## config.mk

```make
export PLATFORM = sky130hd
export DESIGN_NAME = sm83_flag_register
export DESIGN_NICKNAME = d
export VERILOG_FILES = /design/src/rtl/sm83_flag_register.sv
export SDC_FILE = /design/constraint.sdc
export NUM_CORES = 1
export LEC_CHECK = 0
export ABC_CLOCK_PERIOD_IN_PS = 1630
export BUFFER_PORTS_ARGS = -buffer_cell sky130_fd_sc_hd__buf_2
export CORE_UTILIZATION = 34
export DETAILED_ROUTE_END_ITERATION = 16
export PLACE_DENSITY = 0.72
export SETUP_SLACK_MARGIN = 0.05
export SLEW_MARGIN = 20
export SYNTH_ARGS = -nofsm -noshare
export SYNTH_HDL_FRONTEND = slang
export SYNTH_SLANG_ARGS = --single-unit
```

## constraint.sdc

```tcl
create_clock -name CLK -period 1.63 [get_ports CLK]
set_input_delay 0.2445 -clock CLK [delete_from_list [all_inputs] [get_ports CLK]]
set_output_delay 0.2445 -clock CLK [all_outputs]
set_load 0.01 [all_outputs]
```

## src/rtl/sm83_flag_register.sv

```systemverilog
// sm83_flag_register: SM83 Z/N/H/C flag register with one-deep ALU commit stage, POP AF load, SCF/CCF and branch conditions.
// Optional DAA adjust outputs are enabled by defining SM83_FLAG_DAA_ASSIST_EN.
module sm83_flag_register #(
  parameter logic [7:0] RESET_F = 8'h00,
  parameter bit CC_FORWARD = 1'b1
) (
  input  logic       CLK,
  input  logic       nRESET,
  input  logic       alu_valid,
  input  logic [7:0] Res,
  input  logic       AllZeros,
  input  logic       alu_hout,
  input  logic       alu_cout,
  input  logic       op_sub,
  input  logic [3:0] upd_mask,
  input  logic [3:0] force_en,
  input  logic [3:0] force_val,
  input  logic       bus_load,
  input  logic [7:0] DV,
  input  logic       scf,
  input  logic       ccf,
  input  logic       cc_eval,
  input  logic [1:0] cc_sel,
  output logic [7:0] F,
  output logic       Temp_Z,
  output logic       Temp_N,
  output logic       Temp_H,
  output logic       Temp_C,
  output logic       cc_true,
`ifdef SM83_FLAG_DAA_ASSIST_EN
  output logic [7:0] daa_adj,
  output logic       daa_cout,
`endif
  output logic       pending
);
  logic [3:0] f, p_mask, p_val, src, cap, committed, post_sc, f_next, fs;
  logic cc;
  always_comb begin
    src = {AllZeros, op_sub, alu_hout, alu_cout};
    cap = (force_en & force_val) | (~force_en & src);
    committed = pending ? (p_mask & p_val) | (~p_mask & f) : f;
    post_sc = scf ? {committed[3], 3'b001} : ccf ? {committed[3], 2'b00, ~committed[0]} : committed;
    f_next = bus_load ? DV[7:4] : post_sc;
    fs = CC_FORWARD ? f_next : f;
    cc = cc_sel[1] ? (cc_sel[0] ? fs[0] : ~fs[0]) : (cc_sel[0] ? fs[3] : ~fs[3]);
  end
  always_ff @(posedge CLK or negedge nRESET)
    if (!nRESET) begin
      f <= RESET_F[7:4];
      pending <= 1'b0;
      p_mask <= 4'h0;
      p_val <= 4'h0;
      cc_true <= 1'b0;
    end else begin
      f <= f_next;
      pending <= alu_valid;
      p_mask <= alu_valid ? upd_mask : 4'h0;
      p_val <= alu_valid ? cap : 4'h0;
      cc_true <= cc_eval ? cc : cc_true;
    end
  assign F = {f, 4'b0000};
  assign {Temp_Z, Temp_N, Temp_H, Temp_C} = f;
`ifdef SM83_FLAG_DAA_ASSIST_EN
  logic lo, hi;
  assign lo = f[1] | (~f[2] & (Res[3:0] > 4'd9));
  assign hi = f[0] | (~f[2] & (Res > 8'h99));
  assign daa_adj = {hi ? 4'h6 : 4'h0, lo ? 4'h6 : 4'h0};
  assign daa_cout = hi;
`else
  logic unused_res;
  assign unused_res = ^Res;
`endif
endmodule
```

Word level (Yosys, flattened, before mapping)
Cells that the tools add are included.

storage, ports and cells
  register bits after elaboration = 14
  bits of input ports = 41
  output and inout port bits = 14
  logic and storage cells = 27

operators by class
  multiplexer cells = 9
  bitwise gates (word level) = 11
  reductions and logical operators = 1

operators by type and width
  kind                number
  4-bit bitwise AND   4
  4-bit 2-to-1 mux    4
  4-bit inverter      2
  4-bit OR            2
  3-bit 2-to-1 mux    2
  4-bit nonzero test  1
  1-bit 2-to-1 mux    3
  1-bit inverter      3

Longest topological paths before layout
  depth after elaboration = 11
  gate-level depth with buffers = 5
  gate-level depth less buffers = 5

Least setup slack after synthesis
OpenSTA, ideal clock, no wires.

  path type = reg2reg
  start = reg pending
  end = reg cc_true
  library setup time = 77 ps
  data arrival time = 1,498 ps
  data required time = 1,553 ps
  setup slack = 54 ps
  cell stages (with the launch flop) = 6
  buffers on the path = 0
  clock period less this slack = 1,576 ps
  cell sequence = dfrtp_1 -> a21bo_1 -> a2111oi_2 -> o41ai_2 -> xor2_1 -> a21oi_1

between the ends
  word-level cells in the longest chain between the ends = 8
  elaborated cells on any way between the ends = 10
  those cells by class = mux: 7; bitwise: 3

RTL lines
  element                         line  RTL
  start: declaration              34    output logic pending
  start signal: assignment        56    pending <= alu_valid;
  4-bit 2-to-1 mux (*)            41    committed = pending ? (p_mask & p_val) | (~p_mask & f) : f;
  1-bit inverter                  42    post_sc = scf ? {committed[3], 3'b001} : ccf ? {committed[3], 2'b00, ~committed[0]} : committed;
  3-bit 2-to-1 mux (2 in series)  42
  4-bit 2-to-1 mux (*)            43    f_next = bus_load ? DV[7:4] : post_sc;
  1-bit inverter                  45    cc = cc_sel[1] ? (cc_sel[0] ? fs[0] : ~fs[0]) : (cc_sel[0] ? fs[3] : ~fs[3]);
  1-bit 2-to-1 mux                45
  1-bit 2-to-1 mux (*)            45
  end signal: assignment          59    cc_true <= cc_eval ? cc : cc_true;
  end: declaration                29    output logic cc_true,

Mark *: on every way between the ends. The rest lies on a longest branch, timed or not. The select of a mux whose other input is x is not followed.
A chain may end at the register's enable or synchronous reset.

Worst setup path in the final report
Same ends and word-level chain as after synthesis.

==> impl_results.md <==
- Critical Path RT: roughly 1.8 ns
- Top cells by area, synth: dfrtp_1, buf_4, mux2i_1, nor2b_1, and2_1
- Inst Count DP: 130
- Max frequency: 641 MHz
- Yosys reg bits: 14
- Num CTS Buffers: 3
- Clk sink count: 14
- Slowest cell on the critical path: dfrtp_1
- Status: finished, final reports clean
- Fillcell total: 200
- Worst hold path class: in -> reg
- WL/cell: 9.87 um
- Grt total ovfl: 0
- RSZ-0062 raised after global routing: true
- Clock Pin Slew Worst Setup and Hold Paths: 0.09 ns
- Die Footprint: 0.00227 mm2
- Cells after Synth: 67
- CP max FO: 5
- Delay-heaviest family, CP: compound AO/OA/AOI/OAI gates
- P_leak: 0.512 nW
- Setup Buffers After CTS: 0
- R2R Setup Slk: a little over 0.07 ns
- WL final: 1.33 mm
- Register area: 350 um2
- Setup crit end kind: flop
- Drt via density: 4.48
- Area leader, netlist: dfrtp_1
- Register area share after synthesis: 0.494
- H-tree depth: 1
- Critical path type: reg -> reg
- Max-slew violations: 0
- Hold Path End: pending
- Starting Density: 0.362
- Port Buf Inserts: 38
- Clk buf depth: 2
- Worst R2R End: cc_true
- Top sig layer: met4
- Finished Core Util: 0.495
- Vias in the first global route: 548
- Antenna viol nets, final: 0
- Setup_tns: 0 ns
- Final HPWL DP: roughly 1.1 mm
- WHS Path Cells: 1
- CP Data Arrival Time: 1.76 ns
- CP Buf/Inv Count: 0
- Share of layout cells above drive strength 1: 0.463
- Drt pass-1 iters: 4
- Final min period: 1.56 ns
- Fin nets: 150
- Setup violators final: 0
- Row count: 16
- First-pass GRT wire length: 2.03 mm
- Syn. warnings: 0
- Startpoint types: flop
- GP Congestion: 0.685
- Max cap viols: 0
- Biggest cell delay along the critical path: 0.45 ns
- Die X: 47.7 um
- Area Growth Syn to Fin: 36.9%
- Multi-input logic area: around 310 um2
- Period Utilization, post-route: 0.957
- Core area: 0.00196 mm2
- WL met3: 102 um
- WL met2: approximately 700 um
- CTS tree: built
- Hold_sp: alu_valid
- Yosys cell types: 25
- Clk_skew: 0.00352 ns
- DR DRC count: 0
- Largest net degree at the start of global routing: 15
- DIE HEIGHT: 47.7 um
- RR Startpoint: pending
- Non-Filler Instances: 135
- Post-Synthesis Mean Instance Area: 10.6 um2
- DR vias: ~600
- Final Hold Viols: 0
- Number of antenna diodes: 0
- Crit-path cells: a21bo_1, a2111oi_4, o41ai_2, xor2_1, a21oi_1
- VDD IR max: approximately 0.44 mV
- Clk Latency, worst-skew pair: 0.27 ns
- Clk root buf: clkbuf_4
- Total Routing Usage GR: 0.132
- Initial antenna violation count: 0
- Post-route total power: 0.782 mW
- Mapped cell area: 709 um2
- Metal-1 WL: 516 um
- Post-synth top area share: 0.494
- Initial drt markers: 6
- Pwr/cell area: ~810 mW/mm2
- FF-to-FF path depth: 5
- Ports: 55
## per-stage QoR
stage                     instance area, um2  worst slack, ns  hold WS, ns
after CTS                                966           0.0532        0.137
final                                    971           0.0706        0.146
after detailed placement                 907         -0.00458        0.152
after global routing                     971          -0.0355        0.139
after floorplan                          721           0.0545      -0.0511
after global placement                   907           0.0344        0.148
## cell families (layout without fill, tap and decap cells)
family,count (synthesis),count (layout),synth area share
XOR/XNOR,1,1,0.0123
multiplexers,4,4,0.0564
flip-flops,14,14,0.494
AND/OR/NAND/NOR,22,22,0.180
buffers and inverters,12,50,0.106
other,1,4,0.00529
AO/OA/AOI/OAI,13,13,0.146
## Yosys cell counts
library cell	number
a2111oi_2	1
a21bo_1	1
a21boi_0	1
a21oi_1	4
a31oi_1	2
and2_1	4
and3_2	1
and3b_1	1
buf_4	8
conb_1	1
dfrtp_1	14
inv_1	4
mux2i_1	4
nand2_1	1
nand2b_1	1
nand3_1	1
nor2_1	5
nor2b_1	5
nor3_1	2
o21ai_0	1
o311ai_0	1
o31a_1	1
o41ai_2	1
or3_4	1
xor2_1	1
## placed cells by master, fill, tap and decap left out, drive strengths merged, types with 2 or more instances in the layout
master	instances
a21oi	4
a31oi	2
and2	4
buf	41
clkbuf	4
conb	4
dfrtp	14
inv	4
mux2i	4
nor2	5
nor2b	5
nor3	2
## where the power goes
group          internal [mW]  switching, mW
clock                  0.136          0.109
sequential             0.372         0.0143
combinational         0.0774         0.0733
## sequential cells by signal, summed over array words and instances, names as in the netlist
name and count:
f 4, p_mask 4, p_val 4, cc_true 1, pending 1
## worst max-delay path by stage
stage	depth (start not counted)	end	startpoint	slack [ns]
5_1_grt	6	cc_true	pending	-0.04
3_5_place_dp	5	cc_true	pending	-0.005
4_1_cts	5	cc_true	pending	0.05
3_3_place_gp	5	cc_true	pending	0.03
6_report	5	cc_true	pending	0.07
2_1_floorplan	5	cc_true	pending	0.05
## area by class of cell
cell class / count / share of cell area
Multi-Input combinational cell: 44 / 0.322
Timing Repair Buffer: 42 / 0.229
Inverter: 4 / 0.0155
Sequential cell: 14 / 0.361
Clock buffer: 4 / 0.0374
Tap cell: 27 / 0.0348
## what timing repair did
action	4_1_cts	5_1_grt
endpoints found under the hold margin	14	0
pin swaps	1	0
gates resized for setup	1	2
hold buffers	1	0
endpoints found under the setup margin	1	1
## routing by layer
metal,up-vias,global-route usage
met2,35,0.227
met5,-,0
met1,269,0.149
li1,299,-
met3,2,0.0340
met4,0,0.0667
(Power assumes the default switching activity.)
